<file path="src/rtl/fir_cfg_regfile.sv">
// fir_cfg_regfile: FIR config register bank (ap_ctrl, data_length) and tap BRAM port arbiter.
// Define FIR_CFG_IRQ_EN to add the irq_en register at 0x04 and the registered irq output.
module fir_cfg_regfile #(
  parameter int unsigned pADDR_WIDTH = 12,
  parameter int unsigned pDATA_WIDTH = 32,
  parameter int unsigned pTAP_BASE   = 32'h020,
  parameter int unsigned pTAP_LAST   = 32'h0FF
) (
  input  logic                   axis_clk,
  input  logic                   axis_rst,
  input  logic                   wr_en,
  input  logic [pADDR_WIDTH-1:0] wr_addr,
  input  logic [pDATA_WIDTH-1:0] wr_data,
  input  logic                   rd_req,
  input  logic [pADDR_WIDTH-1:0] rd_addr,
  output logic [pDATA_WIDTH-1:0] rd_data,
  output logic                   rd_valid,
  input  logic                   rd_ack,
  output logic                   rd_busy,
  output logic                   ap_start,
  input  logic                   engine_done,
  output logic [31:0]            data_length,
`ifdef FIR_CFG_IRQ_EN
  output logic                   irq,
`endif
  input  logic                   eng_tap_EN,
  input  logic [pADDR_WIDTH-1:0] eng_tap_A,
  output logic                   tap_EN,
  output logic [3:0]             tap_WE,
  output logic [pADDR_WIDTH-1:0] tap_A,
  output logic [pDATA_WIDTH-1:0] tap_Di,
  input  logic [pDATA_WIDTH-1:0] tap_Do
);

  localparam logic [pADDR_WIDTH-1:0] ADDR_CTRL = pADDR_WIDTH'(32'h00);
  localparam logic [pADDR_WIDTH-1:0] ADDR_LEN  = pADDR_WIDTH'(32'h10);
  localparam logic [pADDR_WIDTH-1:0] TAP_BASE  = pADDR_WIDTH'(pTAP_BASE);
  localparam logic [pADDR_WIDTH-1:0] TAP_LAST  = pADDR_WIDTH'(pTAP_LAST);
`ifdef FIR_CFG_IRQ_EN
  localparam logic [pADDR_WIDTH-1:0] ADDR_IRQEN = pADDR_WIDTH'(32'h04);
`endif

  typedef enum logic [1:0] {R_IDLE, R_ISSUE, R_CAPT, R_HOLD} rd_state_e;

  rd_state_e              state_q, state_d;
  logic [pADDR_WIDTH-1:0] rd_addr_q, rd_addr_d;
  logic [pDATA_WIDTH-1:0] rd_data_q, rd_data_d;
  logic                   rd_valid_q, rd_valid_d;
  logic                   rd_busy_q, rd_busy_d;
  logic                   rd_tap_ok_q, rd_tap_ok_d;
  logic                   ap_start_q, ap_start_d;
  logic                   ap_idle_q, ap_idle_d;
  logic                   ap_done_q, ap_done_d;
  logic [31:0]            data_length_q, data_length_d;
`ifdef FIR_CFG_IRQ_EN
  logic                   irq_en_q, irq_en_d;
  logic                   irq_q, irq_d;
`endif

  function automatic logic is_tap(input logic [pADDR_WIDTH-1:0] a);
    return (a >= TAP_BASE) && (a <= TAP_LAST);
  endfunction

  logic rd_is_tap;
  logic wr_tap;
  assign rd_is_tap = is_tap(rd_addr_q);
  assign wr_tap    = wr_en && ap_idle_q && is_tap(wr_addr);

  // Register writes, engine handshake and the read FSM
  always_comb begin
    state_d       = state_q;
    rd_addr_d     = rd_addr_q;
    rd_data_d     = rd_data_q;
    rd_valid_d    = rd_valid_q;
    rd_busy_d     = rd_busy_q;
    rd_tap_ok_d   = rd_tap_ok_q;
    ap_start_d    = 1'b0;
    ap_idle_d     = ap_idle_q;
    ap_done_d     = ap_done_q;
    data_length_d = data_length_q;
`ifdef FIR_CFG_IRQ_EN
    irq_en_d      = irq_en_q;
    irq_d         = ap_done_q & irq_en_q;
    if (wr_en && (wr_addr == ADDR_IRQEN)) irq_en_d = wr_data[0];
`endif

    if (wr_en && ap_idle_q) begin
      if ((wr_addr == ADDR_CTRL) && wr_data[0]) begin
        ap_start_d = 1'b1;
        ap_idle_d  = 1'b0;
        ap_done_d  = 1'b0;
      end
      if (wr_addr == ADDR_LEN) data_length_d = 32'(wr_data);
    end

    case (state_q)
      R_IDLE: begin
        if (rd_req) begin
          rd_addr_d = rd_addr;
          rd_busy_d = 1'b1;
          state_d   = R_ISSUE;
        end
      end
      R_ISSUE: begin
        // A concurrent tap write owns the BRAM port; retry the read next cycle
        if (!(rd_is_tap && wr_tap)) begin
          rd_tap_ok_d = ap_idle_q;
          state_d     = R_CAPT;
        end
      end
      R_CAPT: begin
        rd_valid_d = 1'b1;
        state_d    = R_HOLD;
        if (rd_is_tap) begin
          rd_data_d = rd_tap_ok_q ? tap_Do : '1;
        end else if (rd_addr_q == ADDR_CTRL) begin
          rd_data_d = pDATA_WIDTH'({ap_idle_q, ap_done_q, 1'b0});
          ap_done_d = 1'b0;
        end else if (rd_addr_q == ADDR_LEN) begin
          rd_data_d = pDATA_WIDTH'(data_length_q);
`ifdef FIR_CFG_IRQ_EN
        end else if (rd_addr_q == ADDR_IRQEN) begin
          rd_data_d = pDATA_WIDTH'(irq_en_q);
`endif
        end else begin
          rd_data_d = '0;
        end
      end
      R_HOLD: begin
        if (rd_ack) begin
          rd_valid_d = 1'b0;
          rd_busy_d  = 1'b0;
          state_d    = R_IDLE;
        end
      end
      default: state_d = R_IDLE;
    endcase

    // Completion overrides a same-cycle read-clear of ap_done
    if (engine_done) begin
      ap_done_d = 1'b1;
      ap_idle_d = 1'b1;
    end
  end

  always_ff @(posedge axis_clk) begin
    if (axis_rst) begin
      state_q       <= R_IDLE;
      rd_addr_q     <= '0;
      rd_data_q     <= '0;
      rd_valid_q    <= 1'b0;
      rd_busy_q     <= 1'b0;
      rd_tap_ok_q   <= 1'b0;
      ap_start_q    <= 1'b0;
      ap_idle_q     <= 1'b1;
      ap_done_q     <= 1'b0;
      data_length_q <= '0;
`ifdef FIR_CFG_IRQ_EN
      irq_en_q      <= 1'b0;
      irq_q         <= 1'b0;
`endif
    end else begin
      state_q       <= state_d;
      rd_addr_q     <= rd_addr_d;
      rd_data_q     <= rd_data_d;
      rd_valid_q    <= rd_valid_d;
      rd_busy_q     <= rd_busy_d;
      rd_tap_ok_q   <= rd_tap_ok_d;
      ap_start_q    <= ap_start_d;
      ap_idle_q     <= ap_idle_d;
      ap_done_q     <= ap_done_d;
      data_length_q <= data_length_d;
`ifdef FIR_CFG_IRQ_EN
      irq_en_q      <= irq_en_d;
      irq_q         <= irq_d;
`endif
    end
  end

  // Tap BRAM port: engine while running, otherwise config write beats config read
  always_comb begin
    tap_EN = 1'b0;
    tap_WE = 4'h0;
    tap_A  = '0;
    tap_Di = '0;
    if (!ap_idle_q) begin
      tap_EN = eng_tap_EN;
      tap_A  = eng_tap_A;
    end else if (wr_tap) begin
      tap_EN = 1'b1;
      tap_WE = 4'hF;
      tap_A  = wr_addr - TAP_BASE;
      tap_Di = wr_data;
    end else if ((state_q == R_ISSUE) && rd_is_tap) begin
      tap_EN = 1'b1;
      tap_A  = rd_addr_q - TAP_BASE;
    end
  end

  assign rd_data     = rd_data_q;
  assign rd_valid    = rd_valid_q;
  assign rd_busy     = rd_busy_q;
  assign ap_start    = ap_start_q;
  assign data_length = data_length_q;
`ifdef FIR_CFG_IRQ_EN
  assign irq         = irq_q;
`endif

endmodule
</file>
<file path="config.mk">
export PLATFORM = sky130hd
export DESIGN_NAME = fir_cfg_regfile
export DESIGN_NICKNAME = d
export VERILOG_FILES = /design/src/rtl/fir_cfg_regfile.sv
export SDC_FILE = /design/constraint.sdc
export NUM_CORES = 1
export LEC_CHECK = 0
export ABC_AREA = 1
export BUFFER_PORTS_ARGS = -buffer_cell sky130_fd_sc_hd__buf_4
export CAP_MARGIN = 0
export CORE_MARGIN = 4
export CORE_UTILIZATION = 46
export DETAILED_ROUTE_END_ITERATION = 6
export GPL_TIMING_DRIVEN = 0
export PLACE_DENSITY = 0.8
export SLEW_MARGIN = 20
export SYNTH_ARGS = -nofsm -noshare
export SYNTH_HDL_FRONTEND = slang
export SYNTH_SLANG_ARGS = --single-unit
</file>
<file path="constraint.sdc">
create_clock -name axis_clk -period 1.75 [get_ports axis_clk]
set_input_delay 0.0875 -clock axis_clk [delete_from_list [all_inputs] [get_ports axis_clk]]
set_output_delay 0.0875 -clock axis_clk [all_outputs]
set_load 0.02 [all_outputs]
</file>
==> results of run 1 <==
[through the flow]
step | total power [W] | worst slack [ps] | setup TNS [ps] | std cells | util
6_report | 0.00707 | 8.46 | 0 | 1051 | 0.729
5_1_grt | 0.00750 | -113 | -524 | 1051 | 0.729
4_1_cts | 0.00697 | -0.464 | -0.464 | 1048 | 0.718
3_5_place_dp | 0.00525 | -0.124 | -0.124 | 1015 | 0.672
3_3_place_gp | 0.00518 | 72.8 | 0 | 1015 | 0.672
2_1_floorplan | 0.00429 | 314 | 0 | 665 | -
[cell usage in the layout, fill, tap and decap left out, drive strengths merged, types with 9 or more instances in the layout]
cell	count
nand3	9
inv	92
nand2	93
dlygate4sd3	9
a21oi	110
nor2	130
o21ai	85
buf	256
clkbuf	29
dfxtp	84
[sequential cells by signal, indices dropped and copies added (netlist names)]
| register | cells |
|---|---|
| ap_done_q | 1 |
| ap_idle_q | 1 |
| ap_start | 1 |
| data_length | 32 |
| rd_addr_q | 12 |
| rd_busy | 1 |
| rd_data | 32 |
| rd_tap_ok_q | 1 |
| rd_valid | 1 |
| state_q | 2 |
[cell families after synthesis]
group,Yosys count
compound gates,200
xor+xnor,3
fa+ha+maj,7
buf+inv,135
flops,84
simple gates,236
[what timing repair did]
item,CTS,global route
setup buffers,8,2
pin swaps,7,3
gates resized for setup,19,46
gates cloned,1,1
endpoints found under the setup margin,44,67
endpoints found under the hold margin,9,0
hold buffers,9,0
[how the worst max path moves through the flow]
| stage | endpoint | slack (ps) | cells past startpoint |
|---|---|---|---|
| 2_1_floorplan | tap_A[4] | 310 | 7 |
| 3_3_place_gp | rd_data[17]$_SDFFE_PP0P_ | 70 | 7 |
| 3_5_place_dp | rd_data[30]$_SDFFE_PP0P_ | -0.1 | 7 |
| 4_1_cts | tap_A[9] | -0.5 | 9 |
| 5_1_grt | tap_A[9] | -110 | 10 |
| 6_report | tap_A[11] | 8 | 10 |
[critical path, stage by stage (launching register included)]
cell     delay (ps)
dfxtp_2         350
nand2_2          80
inv_1            80
nand3_2          80
nor2_4          230
nor2_4           80
nand2_1          80
nand2_1          50
nand2_1          70
nand2_1          60
buf_4           150
[cell type report]
cell class | count | area [um^2] | share of cell area
inverter | 92 | 349 | 0.0513
sequential | 84 | 1690 | 0.249
timing repair buffer | 241 | 1840 | 0.270
clock inverter | 5 | 85.1 | 0.0125
buffer | 43 | 236 | 0.0348
tap | 129 | 161 | 0.0237
clock buffer | 10 | 138 | 0.0202
multi-input combinational | 447 | 2300 | 0.338
[power breakdown]
group / internal [W] / switching, W
Clock: 0.000843 / 0.000726
Combinational: 0.00124 / 0.00191
Sequential: 0.00217 / 0.000187
[layer usage]
metal  vias to the layer above  GRT usage  wire (um)
met5                         -          0          0
met4                         0     0.0925        418
met3                        31     0.0698       1340
met2                       244      0.479       7930
met1                      2369      0.311       6150
li1                       2610          -          -
==> results.sh, run 1 <==
export IMPL_avgSynthCellArea_um2=6.69
export IMPL_regToRegEndpoint="rd_data[30]$_SDFFE_PP0P_"
export IMPL_r2r_cells=7
export IMPL_clk_pin_slew_worst_paths_ps=80
export IMPL_ys_warn_count=0
export IMPL_fmax_ghz=0.574
export IMPL_overflow=0
export IMPL_design_area_um2=6800
export IMPL_grt_antenna_before_repair=0
export IMPL_required_ps=1660
export IMPL_endpoint_kind="output port"
export IMPL_io_pins=223
export IMPL_synth_edff_count=0
export IMPL_max_slew_margin=0.476
export IMPL_dp_hpwl_mm=12.2
export IMPL_yosysMostFrequentCell="nor2_1"
export IMPL_viasPerCell=5.00
export IMPL_die_x_um=106
export IMPL_synth_seq_cells=84
export IMPL_synth_fa_ha_area_frac=0.0197
export IMPL_power_per_cell_area_nw_per_um2=1040
export IMPL_ys_async_sr_fraction=0
export IMPL_placeableCoreArea_um2=9330
export IMPL_drt_wl_total_mm=15.8
export IMPL_tightestPinTransition_ps=786
export IMPL_setup_viol_count_final=0
export IMPL_cts_buffers=9
export IMPL_min_path_cells=3
export IMPL_synth_seq_area_share=0.378
export IMPL_ys_types=34
export IMPL_rows=35
export IMPL_arrival_ps=1650
export IMPL_path_max_fanout=6
export IMPL_dieArea_um2=11300
export IMPL_hold_viol=0
export IMPL_drt_iter0_markers=284
export IMPL_first_pass_iters=5
export IMPL_clkLatencyLatePin_ps=350
export IMPL_drc=0
export IMPL_startpoint_type="flop"
export IMPL_start_util=0.477
export IMPL_drv_slew=0
export IMPL_synth_compound_area_share=0.246
export IMPL_reg2reg_slack_ps=120
export IMPL_syn_cell_area_um2=4450
export IMPL_peakVddDrop_v=0.000575
export IMPL_drive_gt1_frac=0.373
export IMPL_rsz0062_at_grt="yes"
export IMPL_place_congestion=0.953
export IMPL_timing_hold_ws_ps=18.4
export IMPL_wl_per_cell_um=15.1
export IMPL_synth_top_family_by_area="compound AO/OA/AOI/OAI gates"
export IMPL_grt_pass1_vias=5110
export IMPL_area_growth_syn_to_layout_pct=52.8
export IMPL_dpl_cell_area_um2=6270
export IMPL_insertedDiodeCount=0
export IMPL_cp_startpoint="ap_idle_q$_SDFFE_PP1P_"
export IMPL_port_buffers=221
export IMPL_yosys_top_cells_count="nor2_1, nand2_1, a21oi_1, inv_1, dfxtp_1"
export IMPL_hold_class="input port to flop"
export IMPL_post_route_period_util=0.995
export IMPL_grt_max_degree=15
export IMPL_worstSetupPathType="flop to output port"
export IMPL_vias=5254
export IMPL_synth_nets=779
export IMPL_leakagePower_nw=3.25
export IMPL_fin_skew_ps=9.09
export IMPL_worstReg2RegStart="state_q[0]$_SDFFE_PP0P_"
export IMPL_post_route_min_period_ps=1740
export IMPL_clock_sinks=84
export IMPL_synthSimpleGateAreaFrac=0.225
export IMPL_cts_tree="built"
export IMPL_muxShareOfSynthArea=0
export IMPL_cap_violations=0
export IMPL_clk_root_buffer_cell="clkbuf_8"
export IMPL_nFillCells=759
export IMPL_ant_nets=0
export IMPL_htreeDepth=3
export IMPL_clockBufferDepth=2
export IMPL_synthTopCellsByArea="dfxtp_1, nor2_1, a21oi_1"
export IMPL_synth_largest_area_cell="dfxtp_1"
export IMPL_synth_cells=665
export IMPL_synth_top_cell_area_share=0.378
export IMPL_synthFlopType="dfxtp_1"
export IMPL_synthXorXnorAreaFrac=0.00590
export IMPL_die_height_um=106
export IMPL_worstHoldStart="rd_addr[2]"
export IMPL_finalNetCount=1032
export IMPL_holdPathEnd="rd_addr_q[2]$_SDFFE_PP0P_"
export IMPL_grt_usage=0.269
export IMPL_grt_pass1_wl_mm=24.4
export IMPL_outcome="finished, final reports clean"
Note: power is estimated with default switching activity, not from simulation.
==> run 2, diff against run 1 <==
--- a/config.mk
+++ b/config.mk
@@ -9,10 +9,9 @@
 export BUFFER_PORTS_ARGS = -buffer_cell sky130_fd_sc_hd__buf_4
 export CAP_MARGIN = 0
 export CORE_MARGIN = 4
-export CORE_UTILIZATION = 46
+export CORE_UTILIZATION = 30
 export DETAILED_ROUTE_END_ITERATION = 6
 export GPL_TIMING_DRIVEN = 0
-export PLACE_DENSITY = 0.8
 export SLEW_MARGIN = 20
 export SYNTH_ARGS = -nofsm -noshare
 export SYNTH_HDL_FRONTEND = slang
==> run 2 against run 1 <==
Compared with the run above:
- critical path depth down 1
- setup slack better by 0.71 ps
- wire length up 5.9%
- non-clock buffer count unchanged
- final cell count up 5.3%
- die area up 49%
- clock power up 17%
- global-route usage down 7.6 points
- utilization down 25 points
- final area up 2.1%
- sequential power about the same
- via count down 3.6%
- critical endpoint is now tap_A[4]
- highest routed layer unchanged
==> results.sh, run 2 (synthesis gave the netlist of run 1 again) <==
export IMPL_outcome="finished, final reports clean"
export IMPL_tightestPinTransition_ps=823
export IMPL_grt_max_degree=14
export IMPL_setup_tns_final_ps=0
export IMPL_clockBufferDepth=2
export IMPL_r2r_cells=7
export IMPL_area_growth_syn_to_layout_pct=56.0
export IMPL_worstHoldStart="rd_addr[2]"
export IMPL_dpl_cell_area_um2=6340
export IMPL_max_slew_margin=0.452
export IMPL_nFillCells=1560
export IMPL_clk_pin_slew_worst_paths_ps=60
export IMPL_clk_root_buffer_cell="clkbuf_16"
export IMPL_clock_sinks=84
export IMPL_finalNetCount=1032
export IMPL_multi_input_area_um2=2290
export IMPL_required_ps=1660
export IMPL_hold_class="input port to flop"
export IMPL_dieArea_um2=16900
export IMPL_clkLatencyLatePin_ps=340
export IMPL_worstSetupPathType="flop to output port"
export IMPL_grt_usage=0.193
export IMPL_wl_per_cell_um=15.2
export IMPL_peakVddDrop_v=0.000490
export IMPL_place_congestion=0.811
export IMPL_grt_pass1_wl_mm=25.2
export IMPL_drt_iter0_markers=264
export IMPL_place_ws_ps=-45.1
export IMPL_fin_util=0.478
export IMPL_placeableCoreArea_um2=14500
export IMPL_cap_violations=0
export IMPL_die_height_um=130
export IMPL_cp_endpoint="tap_A[4]"
export IMPL_reg2reg_slack_ps=70
export IMPL_insertedDiodeCount=0
export IMPL_first_pass_iters=6
export IMPL_port_buffers=221
export IMPL_design_area_um2=6940
export IMPL_drc=0
export IMPL_grt_antenna_before_repair=0
export IMPL_setup_viol_count_final=0
export IMPL_arrival_ps=1650
export IMPL_hold_viol=0
export IMPL_htreeDepth=3
export IMPL_die_x_um=130
export IMPL_regToRegEndpoint="rd_data[31]$_SDFFE_PP0P_"
export IMPL_start_util=0.306
export IMPL_drt_wl_total_mm=16.8
export IMPL_cts_tree="built"
export IMPL_endpoint_kind="output port"
export IMPL_layout_commonest_cell="buf_4"
export IMPL_leakagePower_nw=3.28
export IMPL_fmax_ghz=0.574
export IMPL_setup_ws_ps=9.17
export IMPL_io_pins=223
export IMPL_startpoint_type="flop"
export IMPL_post_route_period_util=0.995
export IMPL_dp_hpwl_mm=12.7
export IMPL_fin_skew_ps=6.72
export IMPL_grt_pass1_vias=4834
export IMPL_rows=44
export IMPL_overflow=0
export IMPL_post_route_min_period_ps=1740
export IMPL_worstReg2RegStart="state_q[0]$_SDFFE_PP0P_"
export IMPL_viasPerCell=4.58
export IMPL_rsz0062_at_grt="yes"
export IMPL_seqCellArea_um2=1690
export IMPL_cts_buffers=9
export IMPL_drv_slew=0
export IMPL_power_per_cell_area_nw_per_um2=1060
export IMPL_cp_startpoint="rd_addr_q[8]$_SDFFE_PP0P_"
export IMPL_mostFrequentLayoutCells="buf_4, nor2_1, nand2_1, inv_1, a21oi_1"
export IMPL_vias=5067
export IMPL_path_max_fanout=4
export IMPL_drive_gt1_frac=0.374
export IMPL_ant_nets=0
==> run 2: repair_timing <==
item                                   CTS  global route
setup buffers                           11             1
endpoints found under the hold margin    8             0
hold buffers                             8             0
pin swaps                                6             0
setup endpoints to repair               51            81
cloned                                   0             1
gates resized for setup                 30            31
==> run 2: worst min path at each step <==
stage                                           end  slack [ps]  cells after the start
after floorplan              ap_idle_q$_SDFFE_PP1P_         210                      2
after global placement       ap_idle_q$_SDFFE_PP1P_         340                      3
after detailed placement  rd_addr_q[0]$_SDFFE_PP0P_         350                      3
after CTS                 rd_addr_q[8]$_SDFFE_PP0P_         0.8                      3
after global routing      rd_addr_q[2]$_SDFFE_PP0P_          40                      3
final                     rd_addr_q[2]$_SDFFE_PP0P_          20                      3
==> run 2: critical path: stages (launching register included) <==
cell,delay (ps)
dfxtp_2,340
nor2_4,120
nand2_4,70
nor2_8,110
nand2_4,70
nor2_4,150
buf_6,130
nand2_1,60
a21oi_2,130
buf_6,130
==> run 2: metrics by stage <==
step / power, W / instances / hold slack (ps)
final: 0.00736 / 1107 / 19.6
after global routing: 0.00790 / 1107 / 42.5
after CTS: 0.00736 / 1105 / 0.797
after detailed placement: 0.00531 / 1070 / 347
after global placement: 0.00531 / 1070 / 338
after floorplan: 0.00429 / 665 / 211
==> run 2: cell type report <==
type                            count  share of cell area
Clock inverter                      3             0.00306
Inverter                           92              0.0503
Tap cell                          184              0.0332
Timing Repair Buffer              241               0.266
Clock buffer                       13              0.0375
Buffer                             43              0.0353
Multi-Input combinational cell    446               0.331
Timing Repair inverter              1            0.000721
Sequential cell                    84               0.244
==> run 2: report_power, final <==
part / total (W) / switching, W / leakage [nW] / internal, W
clock network: 0.00184 / 0.000796 / 0.136 / 0.00104
registers: 0.00234 / 0.000172 / 0.683 / 0.00217
logic: 0.00318 / 0.00194 / 2.46 / 0.00124
==> run 2: metal layers <==
layer,GRT usage,wire length (um)
met5,0,0
met4,0.0642,247
met3,0.0483,1360
met2,0.326,7990
met1,0.240,7180
==> run 3, diff against run 2 <==
==> constraint.sdc (replaced) <==
create_clock -name axis_clk -period 1.75 [get_ports axis_clk]
set_input_delay 0.0875 -clock axis_clk [delete_from_list [all_inputs] [get_ports axis_clk]]
set_output_delay 0.0875 -clock axis_clk [all_outputs]
set_load 0.005 [all_outputs]
==> run 3 against run 2 <==
Compared with the run above:
- largest power group unchanged
- critical endpoint unchanged
- wire length is 0.40% lower
- final cell count hardly changed
- worst hold slack worse by 9.5 ps
- non-clock buffer count is 1 lower
- utilization is 0.060 points higher
- combinational power is 6% lower
- largest cell class unchanged
- critical path type unchanged
- first-iteration DRC count is 3.0% higher
- critical path depth stayed put
==> results.sh, run 3 (synthesis gave the netlist of run 1 again) <==
export IMPL_switchingPower_w=0.00273
export IMPL_cts_tree="built"
export IMPL_dp_cells=1070
export IMPL_insertedDiodeCount=0
export IMPL_cp_startpoint="rd_addr_q[10]$_SDFFE_PP0P_"
export IMPL_die_height_um=130
export IMPL_clk_pin_slew_worst_paths_ps=60
export IMPL_mostFrequentLayoutCells="buf_4, nor2_1, inv_1, nand2_1, a21oi_1"
export IMPL_worstSetupPathType="flop to output port"
export IMPL_layout_commonest_cell="buf_4"
export IMPL_setup_viol_count_final=0
export IMPL_stdcell_count=1106
export IMPL_dieArea_um2=16900
export IMPL_drt_wl_total_mm=16.7
export IMPL_viasPerCell=4.57
export IMPL_leakagePower_nw=3.28
export IMPL_wl_per_cell_um=15.1
export IMPL_max_slew_margin=0.438
export IMPL_fin_util=0.478
export IMPL_grt_pass1_vias=4804
export IMPL_io_pins=223
export IMPL_power_per_cell_area_nw_per_um2=1030
export IMPL_cap_violations=0
export IMPL_outcome="finished, final reports clean"
export IMPL_die_x_um=130
export IMPL_cts_buffers=9
export IMPL_fmax_ghz=0.585
export IMPL_p_comb_frac=0.419
export IMPL_clkLatencyLatePin_ps=340
export IMPL_path_max_fanout=4
export IMPL_reg2reg_slack_ps=120
export IMPL_area_growth_syn_to_layout_pct=56.2
export IMPL_grt_antenna_before_repair=0
export IMPL_endpoint_kind="output port"
export IMPL_post_route_min_period_ps=1710
export IMPL_clk_root_buffer_cell="clkbuf_16"
export IMPL_startpoint_type="flop"
export IMPL_finalNetCount=1031
export IMPL_swShare=0.380
export IMPL_ant_nets=0
export IMPL_port_buffers=221
export IMPL_arrival_ps=1620
export IMPL_drc=0
export IMPL_placeableCoreArea_um2=14500
export IMPL_nFillCells=1553
export IMPL_drv_slew=0
export IMPL_drive_gt1_frac=0.381
export IMPL_p_seq_frac=0.326
export IMPL_place_congestion=0.811
export IMPL_worstHoldStart="rd_addr[8]"
export IMPL_internal_power_w=0.00445
export IMPL_peakVddDrop_v=0.000497
export IMPL_drt_iter0_markers=272
export IMPL_power_frac_clock=0.256
export IMPL_worstReg2RegStart="rd_addr_q[10]$_SDFFE_PP0P_"
export IMPL_place_ws_ps=-45.1
export IMPL_first_pass_iters=4
export IMPL_min_path_cells=3
export IMPL_required_ps=1660
export IMPL_tightestPinTransition_ps=843
export IMPL_fin_skew_ps=6.57
export IMPL_r2r_cells=10
export IMPL_htreeDepth=3
export IMPL_grt_max_degree=14
export IMPL_start_util=0.306
export IMPL_vias=5059
export IMPL_clockBufferDepth=2
export IMPL_dp_hpwl_mm=12.7
export IMPL_rows=44
export IMPL_hold_class="input port to flop"
export IMPL_rsz0062_at_grt="yes"
export IMPL_grt_pass1_wl_mm=25.1
export IMPL_clock_sinks=84
export IMPL_post_route_period_util=0.976
export IMPL_setup_ws_ps=41.7
export IMPL_hold_viol=0
export IMPL_overflow=0
export IMPL_grt_usage=0.191
-- run 3: cell types whose count changed in the layout (fill, tap and decap cells not counted), moves of 2 or more --
cell     delta
o21ai_2     +3
buf_6       -2
dfxtp_2     -2
ha_2        +2
nand2_1     -2
nand2_2     +2
o21ai_1     -2
-- run 3: path summary, 6_finish.rpt --
kind / end
setup / recovery: tap_A[4]
hold / removal: rd_addr_q[8]$_SDFFE_PP0P_
setup reg to reg: rd_data[29]$_SDFFE_PP0P_
hold reg to reg: rd_data[1]$_SDFFE_PP0P_
-- run 3: cell type report --
type                       count  area, um^2  area share
sequential                    84        1690       0.244
multi-input combinational    446        2320       0.333
timing repair buffer         240        1830       0.263
buffer                        43         245      0.0353
tap                          184         230      0.0331
clock inverter                 3        21.3     0.00306
clock buffer                  13         260      0.0374
timing repair inverter         1        5.00    0.000720
inverter                      92         349      0.0502
-- run 3: critical path, stage by stage, from the launching register on --
cell and delay [ps]:
dfxtp_2 330, nor2_4 130, nand2_4 80, nor2_8 130
nand2_4 60, nor2_4 120, buf_6 140, nand2_2 50
a21oi_2 110, buf_4 120
-- run 3: power groups by stage --
stage | logic, W | clock network, W | registers, W
after detailed placement | 0.00275 | 0 | 0.00236
after global placement | 0.00275 | 0 | 0.00235
after global routing | 0.00336 | 0.00198 | 0.00237
after floorplan | 0.00174 | 0 | 0.00235
final | 0.00300 | 0.00183 | 0.00234
after CTS | 0.00289 | 0.00188 | 0.00232
-- run 3: stage by stage --
step           hold WS, ps  total power [W]  setup TNS [ps]  cell area, um^2
2_1_floorplan          211          0.00409               0             4450
3_5_place_dp           347          0.00510           -70.6             6340
5_1_grt               42.5          0.00771            -440             6950
4_1_cts              0.953          0.00710               0             6840
6_report              10.0          0.00718               0             6950
3_3_place_gp           338          0.00510           -29.8             6340
-- run 3: per-layer routing --
layer / routed length, um / global-route usage / share of wire
met1: 7280 / 0.241 / 0.44
met2: 7950 / 0.323 / 0.48
met3: 1240 / 0.0467 / 0.074
met4: 241 / 0.0593 / 0.014
met5: 0 / 0 / 0
-- run 3: repair_timing --
| action | in CTS | in global routing |
|---|---|---|
| hold buffers | 8 | 0 |
| setup endpoints to repair | 51 | 80 |
| resized for setup | 26 | 41 |
| endpoints found under the hold margin | 8 | 0 |
| setup buffers | 9 | 2 |
| cloned | 0 | 1 |
| pin swaps | 5 | 9 |
